<file path="config.mk">
export PLATFORM = sky130hd
export DESIGN_NAME = prdct_ctrl_flat
export DESIGN_NICKNAME = d
export VERILOG_FILES = /design/src/rtl/prdct_ctrl_pkg.sv /design/src/rtl/prdct_ctrl_if.sv /design/src/rtl/prdct_fifo.sv /design/src/rtl/prdct_ctrl.sv /design/src/flat_wrapper.sv
export SDC_FILE = /design/constraint.sdc
export NUM_CORES = 1
export LEC_CHECK = 0
export CORE_ASPECT_RATIO = 2
export CORE_MARGIN = 5
export CORE_UTILIZATION = 59
export CTS_CLUSTER_SIZE = 12
export DETAILED_ROUTE_END_ITERATION = 8
export MAX_ROUTING_LAYER = met4
export PLACE_DENSITY = 0.9
export SYNTH_ARGS = -nofsm -noshare
export SYNTH_HDL_FRONTEND = slang
export SYNTH_SLANG_ARGS = --single-unit
</file>
<file path="constraint.sdc">
create_clock -name clk -period 7.6 [get_ports clk]
set_input_delay 1.52 -clock clk [delete_from_list [all_inputs] [get_ports clk]]
set_output_delay 1.52 -clock clk [all_outputs]
set_load 0.05 [all_outputs]
</file>
<file path="src/rtl/prdct_ctrl_pkg.sv">
`default_nettype none
// +--------------------------------------------------------------------------+
// | Module      : prdct_ctrl_pkg                                             |
// | Description : Shared constants and types for the branch-resolution       |
// |               controller and its prediction queue.                      |
// | Ports       : none (package)                                             |
// | Revision    : 1.0 - initial release                                      |
// +--------------------------------------------------------------------------+
package prdct_ctrl_pkg;

    localparam logic        JumpEnable    = 1'b1;
    localparam logic        JumpDisable   = 1'b0;
    localparam logic [31:0] ZeroWord      = 32'h0000_0000;
    localparam int          InstAddrBus   = 32;
    localparam int          PrdQueueDepth = 4;
    localparam int          FlushCyc      = 2;

    typedef logic [InstAddrBus-1:0] inst_addr_t;

    // One outstanding prediction issued by ID.
    typedef struct packed {
        logic       jump_en;
        inst_addr_t instaddr;
        inst_addr_t target;
    } pred_rec_t;

    typedef enum logic [0:0] {
        ST_IDLE  = 1'b0,
        ST_FLUSH = 1'b1
    } state_e;

endpackage : prdct_ctrl_pkg
`default_nettype wire

</file>
<file path="src/rtl/prdct_ctrl_if.sv">
`default_nettype none
// +--------------------------------------------------------------------------+
// | Module      : prdct_ctrl_if                                              |
// | Description : Bundle between ID predictor / EX branch unit / ctrl and    |
// |               the branch-resolution controller.                          |
// | Ports       : ID push record, EX resolve record, redirect/flush/stall    |
// |               controls, statistics counters and sticky error.            |
// |               master = pipeline side, slave = controller.                |
// | Revision    : 1.0 - initial release                                      |
// +--------------------------------------------------------------------------+
interface prdct_ctrl_if #(
    parameter int CNT_W = 32
);
    import prdct_ctrl_pkg::*;

    logic             id_push_i;
    logic             id_jump_en_i;
    inst_addr_t       id_instaddr_i;
    inst_addr_t       id_target_i;
    logic             ex_resolve_i;
    logic             ex_taken_i;
    inst_addr_t       ex_target_i;
    inst_addr_t       ex_instaddr_i;
    logic             stall_id_o;
    logic             redirect_o;
    inst_addr_t       redirect_addr_o;
    logic             flush_o;
    logic             mispred_o;
    logic [CNT_W-1:0] br_cnt_o;
    logic [CNT_W-1:0] mispred_cnt_o;
    logic             err_o;

    modport master (
        output id_push_i, id_jump_en_i, id_instaddr_i, id_target_i,
        output ex_resolve_i, ex_taken_i, ex_target_i, ex_instaddr_i,
        input  stall_id_o, redirect_o, redirect_addr_o, flush_o,
        input  mispred_o, br_cnt_o, mispred_cnt_o, err_o
    );

    modport slave (
        input  id_push_i, id_jump_en_i, id_instaddr_i, id_target_i,
        input  ex_resolve_i, ex_taken_i, ex_target_i, ex_instaddr_i,
        output stall_id_o, redirect_o, redirect_addr_o, flush_o,
        output mispred_o, br_cnt_o, mispred_cnt_o, err_o
    );

endinterface : prdct_ctrl_if
`default_nettype wire

</file>
<file path="src/rtl/prdct_fifo.sv">
`default_nettype none
// +--------------------------------------------------------------------------+
// | Module      : prdct_fifo                                                 |
// | Description : In-order queue of outstanding prediction records.          |
// | Ports       : clk, rstn      - clock, synchronous active-low reset       |
// |               i_push/i_wdata - write record at tail                      |
// |               i_pop          - drop head                                 |
// |               i_clear        - empty the queue (wins over push/pop)      |
// |               o_full/o_empty - occupancy flags                           |
// |               o_head         - combinational head record                 |
// | Revision    : 1.0 - initial release                                      |
// +--------------------------------------------------------------------------+
module prdct_fifo
    import prdct_ctrl_pkg::*;
#(
    parameter int DEPTH = PrdQueueDepth
) (
    input  wire logic      clk,
    input  wire logic      rstn,
    input  wire logic      i_push,
    input  wire logic      i_pop,
    input  wire logic      i_clear,
    input  wire pred_rec_t i_wdata,
    output logic           o_full,
    output logic           o_empty,
    output pred_rec_t      o_head
);

    // Extra MSB is the wrap bit that separates full from empty.
    localparam int PW = $clog2(DEPTH) + 1;

    logic [PW-1:0] r_wptr;
    logic [PW-1:0] r_rptr;
    pred_rec_t     r_mem [DEPTH];

    always_ff @(posedge clk) begin
        if (!rstn) begin
            r_wptr <= '0;
            r_rptr <= '0;
        end else if (i_clear) begin
            r_wptr <= '0;
            r_rptr <= '0;
        end else begin
            if (i_push) r_wptr <= r_wptr + PW'(1);
            if (i_pop)  r_rptr <= r_rptr + PW'(1);
        end
    end

    // Storage needs no reset: entries are only read between valid pointers.
    always_ff @(posedge clk) begin
        if (i_push && !i_clear) r_mem[r_wptr[PW-2:0]] <= i_wdata;
    end

    assign o_empty = (r_wptr == r_rptr);
    assign o_full  = (r_wptr[PW-1] != r_rptr[PW-1]) &&
                     (r_wptr[PW-2:0] == r_rptr[PW-2:0]);
    assign o_head  = r_mem[r_rptr[PW-2:0]];

endmodule : prdct_fifo
`default_nettype wire

</file>
<file path="src/rtl/prdct_ctrl.sv">
`default_nettype none
// +--------------------------------------------------------------------------+
// | Module      : prdct_ctrl                                                 |
// | Description : Branch-resolution controller. Queues ID predictions,       |
// |               checks them against EX outcomes, issues registered         |
// |               redirect plus multi-cycle flush on a misprediction and     |
// |               keeps saturating branch / misprediction counters.          |
// | Ports       : clk, rstn - clock, synchronous active-low reset            |
// |               bus       - prdct_ctrl_if.slave (push, resolve, redirect,  |
// |                           flush, stall, counters, err)                   |
// | Revision    : 1.0 - initial release                                      |
// +--------------------------------------------------------------------------+
module prdct_ctrl
    import prdct_ctrl_pkg::*;
#(
    parameter int DEPTH     = PrdQueueDepth,
    parameter int FLUSH_CYC = FlushCyc,
    parameter int CNT_W     = 32
) (
    input  wire logic   clk,
    input  wire logic   rstn,
    prdct_ctrl_if.slave bus
);

    localparam int FCW = $clog2(FLUSH_CYC + 1);

    state_e           r_state;
    state_e           w_state_nxt;
    logic [FCW-1:0]   r_fcnt;
    logic [FCW-1:0]   w_fcnt_nxt;

    logic             r_redirect;
    inst_addr_t       r_redirect_addr;
    logic [CNT_W-1:0] r_br_cnt;
    logic [CNT_W-1:0] r_mis_cnt;
    logic             r_err;

    logic             w_full;
    logic             w_empty;
    pred_rec_t        w_head;
    pred_rec_t        w_wrec;

    logic             w_idle;
    logic             w_res_valid;
    logic             w_res_empty;
    logic             w_pc_err;
    logic             w_mispred;
    logic             w_correct;
    logic             w_push;

    assign w_idle      = (r_state == ST_IDLE);
    assign w_res_valid = w_idle && bus.ex_resolve_i && !w_empty;
    assign w_res_empty = w_idle && bus.ex_resolve_i &&  w_empty;
    assign w_pc_err    = w_res_valid && (w_head.instaddr != bus.ex_instaddr_i);

    // A PC mismatch is folded into the mispredict so the pipeline recovers.
    assign w_mispred = w_res_valid &&
                       (w_pc_err ||
                        (bus.ex_taken_i != w_head.jump_en) ||
                        (bus.ex_taken_i && (bus.ex_target_i != w_head.target)));
    assign w_correct = w_res_valid && !w_mispred;

    // A push is wrong-path when it coincides with a mispredict; a full queue
    // still accepts it if the head retires correctly in the same cycle.
    assign w_push = w_idle && bus.id_push_i && !w_mispred && (!w_full || w_correct);

    assign w_wrec.jump_en  = bus.id_jump_en_i;
    assign w_wrec.instaddr = bus.id_instaddr_i;
    assign w_wrec.target   = bus.id_target_i;

    prdct_fifo #(
        .DEPTH (DEPTH)
    ) u_fifo (
        .clk     (clk),
        .rstn    (rstn),
        .i_push  (w_push),
        .i_pop   (w_res_valid),
        .i_clear (w_mispred),
        .i_wdata (w_wrec),
        .o_full  (w_full),
        .o_empty (w_empty),
        .o_head  (w_head)
    );

    // ---------------- FSM ----------------
    always_ff @(posedge clk) begin
        if (!rstn) begin
            r_state <= ST_IDLE;
            r_fcnt  <= '0;
        end else begin
            r_state <= w_state_nxt;
            r_fcnt  <= w_fcnt_nxt;
        end
    end

    always_comb begin
        w_state_nxt = r_state;
        w_fcnt_nxt  = r_fcnt;
        case (r_state)
            ST_IDLE: begin
                if (w_mispred) begin
                    w_state_nxt = ST_FLUSH;
                    w_fcnt_nxt  = FCW'(FLUSH_CYC);
                end
            end
            ST_FLUSH: begin
                if (r_fcnt == FCW'(1)) begin
                    w_state_nxt = ST_IDLE;
                    w_fcnt_nxt  = '0;
                end else begin
                    w_fcnt_nxt  = r_fcnt - FCW'(1);
                end
            end
            default: begin
                w_state_nxt = ST_IDLE;
                w_fcnt_nxt  = '0;
            end
        endcase
    end

    // ---------------- redirect, counters, error ----------------
    always_ff @(posedge clk) begin
        if (!rstn) begin
            r_redirect      <= 1'b0;
            r_redirect_addr <= ZeroWord;
            r_br_cnt        <= '0;
            r_mis_cnt       <= '0;
            r_err           <= 1'b0;
        end else begin
            r_redirect <= w_mispred;
            if (w_mispred) begin
                r_redirect_addr <= bus.ex_taken_i ? bus.ex_target_i
                                                  : (bus.ex_instaddr_i + 32'd4);
            end
            if (w_res_valid && (r_br_cnt != '1))
                r_br_cnt <= r_br_cnt + CNT_W'(1);
            if (w_mispred && (r_mis_cnt != '1))
                r_mis_cnt <= r_mis_cnt + CNT_W'(1);
            if (w_res_empty || w_pc_err)
                r_err <= 1'b1;
        end
    end

    assign bus.stall_id_o      = w_full || (r_state == ST_FLUSH);
    assign bus.flush_o         = (r_state == ST_FLUSH);
    assign bus.redirect_o      = r_redirect;
    assign bus.mispred_o       = r_redirect;
    assign bus.redirect_addr_o = r_redirect_addr;
    assign bus.br_cnt_o        = r_br_cnt;
    assign bus.mispred_cnt_o   = r_mis_cnt;
    assign bus.err_o           = r_err;

endmodule : prdct_ctrl
`default_nettype wire

</file>
<file path="src/flat_wrapper.sv">
// flat-port wrapper written by rule: the top's interface ports become plain ports
module prdct_ctrl_flat import prdct_ctrl_pkg::*;
#(
    parameter int DEPTH     = PrdQueueDepth,
    parameter int FLUSH_CYC = FlushCyc,
    parameter int CNT_W     = 32
)
  (clk, rstn, bus_id_push_i, bus_id_jump_en_i, bus_id_instaddr_i, bus_id_target_i, bus_ex_resolve_i, bus_ex_taken_i, bus_ex_target_i, bus_ex_instaddr_i, bus_stall_id_o, bus_redirect_o, bus_redirect_addr_o, bus_flush_o, bus_mispred_o, bus_br_cnt_o, bus_mispred_cnt_o, bus_err_o);
  prdct_ctrl_if #(.CNT_W(CNT_W)) bus_i ();
  input  wire logic clk;
  input  wire logic rstn;
  input wire logic [$bits(bus_i.id_push_i)-1:0] bus_id_push_i;
  input wire logic [$bits(bus_i.id_jump_en_i)-1:0] bus_id_jump_en_i;
  input wire logic [$bits(bus_i.id_instaddr_i)-1:0] bus_id_instaddr_i;
  input wire logic [$bits(bus_i.id_target_i)-1:0] bus_id_target_i;
  input wire logic [$bits(bus_i.ex_resolve_i)-1:0] bus_ex_resolve_i;
  input wire logic [$bits(bus_i.ex_taken_i)-1:0] bus_ex_taken_i;
  input wire logic [$bits(bus_i.ex_target_i)-1:0] bus_ex_target_i;
  input wire logic [$bits(bus_i.ex_instaddr_i)-1:0] bus_ex_instaddr_i;
  output wire logic [$bits(bus_i.stall_id_o)-1:0] bus_stall_id_o;
  output wire logic [$bits(bus_i.redirect_o)-1:0] bus_redirect_o;
  output wire logic [$bits(bus_i.redirect_addr_o)-1:0] bus_redirect_addr_o;
  output wire logic [$bits(bus_i.flush_o)-1:0] bus_flush_o;
  output wire logic [$bits(bus_i.mispred_o)-1:0] bus_mispred_o;
  output wire logic [$bits(bus_i.br_cnt_o)-1:0] bus_br_cnt_o;
  output wire logic [$bits(bus_i.mispred_cnt_o)-1:0] bus_mispred_cnt_o;
  output wire logic [$bits(bus_i.err_o)-1:0] bus_err_o;
  assign bus_i.id_push_i = bus_id_push_i;
  assign bus_i.id_jump_en_i = bus_id_jump_en_i;
  assign bus_i.id_instaddr_i = bus_id_instaddr_i;
  assign bus_i.id_target_i = bus_id_target_i;
  assign bus_i.ex_resolve_i = bus_ex_resolve_i;
  assign bus_i.ex_taken_i = bus_ex_taken_i;
  assign bus_i.ex_target_i = bus_ex_target_i;
  assign bus_i.ex_instaddr_i = bus_ex_instaddr_i;
  assign bus_stall_id_o = bus_i.stall_id_o;
  assign bus_redirect_o = bus_i.redirect_o;
  assign bus_redirect_addr_o = bus_i.redirect_addr_o;
  assign bus_flush_o = bus_i.flush_o;
  assign bus_mispred_o = bus_i.mispred_o;
  assign bus_br_cnt_o = bus_i.br_cnt_o;
  assign bus_mispred_cnt_o = bus_i.mispred_cnt_o;
  assign bus_err_o = bus_i.err_o;
  prdct_ctrl #(.DEPTH(DEPTH), .FLUSH_CYC(FLUSH_CYC), .CNT_W(CNT_W)) u_core (.clk(clk), .rstn(rstn), .bus(bus_i));
endmodule
</file>
==> results of run 1 <==
-- layer usage --
metal  GRT usage, %  up-vias
met5              -        -
met3           3.54      109
met1           31.3     5304
met2           47.7      541
li1               -     4919
met4           13.6        0
-- logic make-up after synthesis --
logic type	after synthesis	synth area share, %
xor gates and xnor gates	114	6.25
and+or+nand+nor	340	10.9
adders and majority gates	9	0.705
DFF	369	62.5
muxes	104	11.1
buffers and inverters	89	2.76
AOI/OAI and AO/OA	151	5.76
-- critical path, delay by kind of cell (launching register included) --
kind	cells	cell delay [ns]
compound gates	1	0.46
buf+inv	2	1.20
xor+xnor	1	0.21
simple gates	4	1.56
mux	1	0.58
flops	1	0.84
-- layout make-up --
| class | instances | area, um^2 |
|---|---|---|
| diodes | 1 | 2.50 |
| clock buffers | 63 | 1100 |
| multi-input cells | 718 | 5570 |
| repair buffers | 245 | 2420 |
| inverters | 28 | 105 |
| fillers | 1683 | 7160 |
| well taps | 348 | 435 |
| clock inverters | 2 | 17.5 |
| flip-flops and latches | 369 | 10000 |
-- final timing paths --
check / to / slack [ns]
setup reg to reg: u_core.u_fifo.r_mem[1][54] / 2.28
hold reg to reg: u_core.bus.redirect_addr_o[5] / 0.48
setup / recovery: u_core.u_fifo.r_mem[1][54] / 2.28
hold / removal: u_core.bus.redirect_addr_o[5] / 0.48
-- metrics by stage --
stage,power [uW],hold slack [ns],std cells
after floorplan,4080,0.442,1176
after global placement,4550,0.458,1708
after detailed placement,4620,0.475,1708
after CTS,6320,0.485,1773
after global routing,6530,0.504,1774
final,6280,0.479,1774
-- power breakdown --
group | internal, uW | switching (uW)
sequential | 2530 | 195
combinational | 769 | 1090
clock | 980 | 721
-- sequential cells by signal, indices dropped and copies added (netlist names), named ones only --
name,flops
u_core.u_fifo.r_wptr,3
u_core.bus.mispred_o,1
u_core.u_fifo.r_rptr,3
u_core.bus.redirect_addr_o,32
u_core.r_fcnt,2
u_core.bus.flush_o,1
u_core.bus.err_o,1
u_core.bus.mispred_cnt_o,32
u_core.u_fifo.r_mem,260
u_core.bus.br_cnt_o,32
-- cells in the final DEF, fill, tap and decap left out, types with 21 or more instances in the layout --
master,netlist,final
a21oi_1,45,45
clkbuf_1,31,21
clkbuf_16,0,39
clkdlybuf4s50_1,0,233
dfxtp_1,109,107
edfxtp_1,260,260
inv_1,27,27
mux2i_1,40,40
mux4_2,58,58
nand2_1,67,67
nand3_1,63,63
nand4_1,30,30
nor2_1,74,74
o21ai_0,42,42
o31ai_1,31,31
or4_1,22,22
xnor2_1,76,76
xor2_1,38,38
==> impl_metrics.csv, run 1 <==
group,metric,value,unit
outcome,outcome,"completed",
finish,fin_nets,1542,
logic_synthesis,async_flop_share,0,%
clock_network,postCtsSetupBuffers,0,
routing,viasPerCell,6.13,
global_route,grt_pass1_vias,10900,
routing,drt_drc_violations_left,0,
placed_design,dp_slack,2.03,ns
clock_network,clock_latency,0.52,ns
clock_network,clockBufferDepth,3,
finish,fin_area,19600,um^2
clock_network,cts_tree,"yes",
clock_network,clock_sinks,369,
critical_path,end_kind,"flop",
global_route,antenna_found_initial,1,
hold_path,worstHoldStart,"u_core.bus.redirect_addr_o[5]",
placed_design,gp_congestion,0.879,
finish,layout-drive-gt1-share,9.47,%
global_route,grt_start_max_net_pins,105,
power,power.density,320,nW/um^2
routing,met2_length,22300,um
logic_synthesis,synth_top_area_share,48.9,%
critical_path,crit_type,"reg -> reg",
clock_network,clock-root-buffer,"clkbuf_16",
timing,worstMarginPinSlew,1.03,ns
clock_network,post_cts_resized,0,
logic_synthesis,syn_nets,1319,
power,peakVddDrop,265,uV
critical_path,slowest_stage,"dfxtp_4",
floorplanning,num_rows,85,
routing,met3_length,2750,um
critical_path,cp.arrival,5.46,ns
critical_path,crit_path_max_incr_delay,0.84,ns
global_route,overflow,0,
timing,finalCritPeriodShare,70.0,%
floorplanning,die_w,126,um
floorplanning,die_area,30700,um^2
logic_synthesis,ys_ff_latch,369,
logic_synthesis,seq_area_frac_synth,62.5,%
placed_design,dpl_cell_area,18500,um^2
timing,max_freq,188,MHz
floorplanning,die_h,243,um
routing,num_vias,10900,
critical_path,path_cells,"buf_4 -> mux4_2 -> xnor2_1 -> nand4_1 -> nor3_1 -> nand4_1 -> a21oi_4 -> and3_2 -> buf_4",
placed_design,port-buffer-count,234,
logic_synthesis,synthCells,1176,
logic_synthesis,yosysWarnings,0,
floorplanning,design.core.area,26800,um^2
logic_synthesis,ys_types,55,
power,power.leakage,0.00627,uW
logic_synthesis,yosysMostFrequentCell,"edfxtp_1",
routing,top_layer_used,"met4",
logic_synthesis,synth_ff_type,"edfxtp_1",
critical_path,start_kind,"flop",
critical_path,crit_fanout,41,
logic_synthesis,yosys-top-cells-count,"260 x edfxtp_1, 109 x dfxtp_1, 76 x xnor2_1, 74 x nor2_1, 67 x nand2_1",
finish,final_core_util,73.3,%
clock_network,numCtsBuffers,37,
routing,drt-met1-wl,14500,um
finish,area_growth,22.9,%
logic_synthesis,synth.avg_cell_area,13.6,um^2
timing,rsz0062_at_grt,"no",
timing,hold_viol,0,
critical_path,worst_r2r_path_depth,9,
global_route,grt_pass1_wl,63100,um
clock_network,htreeDepth,2,
routing,wl_per_cell,23.5,um
timing,setup-tns-final,0,ns
timing,worst_slack,2.28,ns
floorplanning,ios,235,
logic_synthesis,yosys.area.top_type,"edfxtp_1",
hold_path,worstHoldPathCells,2,
clock_network,clk_pin_slew,0.06,ns
routing,drtPass1Iterations,6,
routing,wirelength,41700,um
timing,min_period,5.32,ns
routing,drtIter0Drc,1113,
clock_network,cts_hold_buf,0,
placed_design,dp_hpwl,30000,um
routing,ant_nets,0,
logic_synthesis,ys_top_cells_by_area,"edfxtp_1 49%, dfxtp_1 14%, mux4_2 8.2%, xnor2_1 4.2%, mux2i_1 2.5%",
timing,fin_worst_skew,0.0147,ns
critical_path,required,7.74,ns
logic_synthesis,synth_area,16000,um^2
timing,finalMaxSlewViolations,0,
global_route,grt.total_usage,27.6,%
hold_path,hp-class,"reg -> reg",
timing,setup_viol,0,
floorplanning,initial_core_util,59.6,%
logic_synthesis,synth_edf_count,260,
timing,slew_headroom,31.7,%
flow_run,max_cap_viol_count,0,
(Power assumes the default switching activity.)
==> run 2: changes to the inputs <==
--- a/config.mk
+++ b/config.mk
@@ -7,11 +7,11 @@
 export LEC_CHECK = 0
 export CORE_ASPECT_RATIO = 2
 export CORE_MARGIN = 5
-export CORE_UTILIZATION = 59
+export CORE_UTILIZATION = 55
 export CTS_CLUSTER_SIZE = 12
 export DETAILED_ROUTE_END_ITERATION = 8
 export MAX_ROUTING_LAYER = met4
-export PLACE_DENSITY = 0.9
+export PLACE_DENSITY = 0.85
 export SYNTH_ARGS = -nofsm -noshare
 export SYNTH_HDL_FRONTEND = slang
 export SYNTH_SLANG_ARGS = --single-unit
==> constraint.sdc (replaced) <==
create_clock -name clk -period 5 [get_ports clk]
set_input_delay 1 -clock clk [delete_from_list [all_inputs] [get_ports clk]]
set_output_delay 1 -clock clk [all_outputs]
set_load 0.05 [all_outputs]
==> impl_metrics.csv, run 2 (synthesis gave the netlist of run 1 again) <==
group,metric,value,unit
timing,slew_headroom,38.9,%
timing,whs,0.467,ns
outcome,outcome,"completed",
power,peakVddDrop,500,uV
clock_network,clock_latency,0.53,ns
routing,wirelength,41700,um
floorplanning,initial_core_util,55.6,%
routing,num_vias,10900,
timing,finalCritPeriodShare,85.8,%
clock_network,postCtsSetupBuffers,0,
critical_path,start_kind,"flop",
timing,rsz0062_at_grt,"no",
timing,max_freq,233,MHz
routing,drt_drc_violations_left,0,
floorplanning,num_rows,88,
critical_path,end_kind,"flop",
finish,fin_nets,1545,
timing,worst_slack,0.712,ns
finish,largest_register_ffs,260,
floorplanning,die_area,32800,um^2
clock_network,numCtsBuffers,36,
routing,ant_nets,0,
clock_network,clock_sinks,369,
critical_path,crit_fanout,65,
power,power.density,484,nW/um^2
timing,finalMaxSlewViolations,0,
placed_design,gp_congestion,0.923,
floorplanning,die_h,251,um
timing,hold_viol,0,
clock_network,cts_hold_buf,0,
clock_network,htreeDepth,2,
global_route,grt.total_usage,26.0,%
floorplanning,die_w,131,um
timing,fin_worst_skew,0.0232,ns
critical_path,crit_type,"reg -> reg",
floorplanning,design.core.area,28700,um^2
flow_run,max_cap_viol_count,0,
clock_network,clk_pin_slew,0.06,ns
clock_network,cts_tree,"yes",
global_route,grt_pass1_wl,62600,um
routing,wl_per_cell,23.3,um
finish,fin_area,19700,um^2
global_route,antenna_found_initial,5,
placed_design,dpl_cell_area,18600,um^2
timing,min_period,4.29,ns
placed_design,dp_hpwl,29200,um
placed_design,dp_slack,0.782,ns
global_route,overflow,0,
finish,final_cell_mix,"260 x edfxtp_1, 233 x clkdlybuf4s50_1, 107 x dfxtp_1",
finish,area_growth,23.1,%
critical_path,required,5.17,ns
hold_path,hp-class,"reg -> reg",
clock_network,clock-root-buffer,"clkbuf_16",
power,power.leakage,0.00626,uW
critical_path,cp.arrival,4.46,ns
timing,setup_viol,0,
routing,viasPerCell,6.09,
finish,final_common_cell,"edfxtp_1",
placed_design,port-buffer-count,234,
timing,setup-tns-final,0,ns
global_route,grt_start_max_net_pins,116,
global_route,grt_pass1_vias,11000,
clock_network,post_cts_resized,0,
floorplanning,ios,235,
finish,layout-drive-gt1-share,9.48,%
clock_network,clockBufferDepth,3,
timing,worstMarginPinSlew,0.915,ns
routing,drtPass1Iterations,5,
routing,drtIter0Drc,974,
## run 2: changes by cell type in the layout (fill, tap and decap cells not counted), sizes merged
cell / delta
clkinv: +1
inv: -1
buf: +4
diode: +4
clkbuf: -5
## run 2: final cells by class
cell class	instances	area [um^2]
inverter	28	105
clock inverter	2	25.0
timing repair buffer	249	2520
clock buffer	58	997
tap	360	450
multi-input combinational	718	5570
sequential	369	10000
antenna	5	12.5
fill	1967	9060
## run 2: worst paths after layout
| path | start | end | slack (ns) | depth (start not counted) |
|---|---|---|---|---|
| max reg2reg | flop | u_core.u_fifo.r_mem[1][19] | 0.71 | 9 |
| max | flop | u_core.u_fifo.r_mem[1][19] | 0.71 | 9 |
| min | u_core.bus.redirect_addr_o[11] | u_core.bus.redirect_addr_o[11] | 0.47 | 2 |
| min reg2reg | u_core.bus.redirect_addr_o[11] | u_core.bus.redirect_addr_o[11] | 0.47 | 2 |
## run 2: power by group
| group | internal, uW | leakage (uW) | switching, uW |
|---|---|---|---|
| combinational | 1230 | 0.00252 | 1750 |
| sequential | 3830 | 0.00326 | 245 |
| clock | 1360 | 0.000490 | 1100 |
| total | 6420 | 0.00626 | 3090 |
## run 2: through the flow
stage,utilization (%),total power [uW],cells
2_1_floorplan,-,6200,1176
3_3_place_gp,64.9,7000,1724
3_5_place_dp,64.9,7090,1724
4_1_cts,68.4,9560,1784
5_1_grt,68.5,9890,1789
6_report,68.5,9510,1789
## run 2: worst max-delay path: stages, from the launching register on
cell and delay [ns]:
dfxtp_4 0.70, buf_4 0.38, mux2_2 0.41, a222oi_1 0.35, a41oi_1 0.21, nor4_1 0.68, nand4_1 0.26, a21oi_4 0.28
and3_2 0.24, buf_12 0.36
## run 2: per-layer routing
| metal | up-vias | GRT usage [%] | wire (um) |
|---|---|---|---|
| li1 | 4920 | - | - |
| met1 | 5357 | 29.9 | 14300 |
| met2 | 519 | 43.9 | 21900 |
| met3 | 104 | 3.49 | 3090 |
| met4 | 0 | 13.4 | 2370 |
| met5 | - | - | 0 |
==> run 3: changes to the inputs <==
--- a/config.mk
+++ b/config.mk
@@ -15,3 +15,4 @@
 export SYNTH_ARGS = -nofsm -noshare
 export SYNTH_HDL_FRONTEND = slang
 export SYNTH_SLANG_ARGS = --single-unit
+export TNS_END_PERCENT = 100
==> results of run 3 <==
No change in the layout: final DEF, timing and power equal those of run 2.
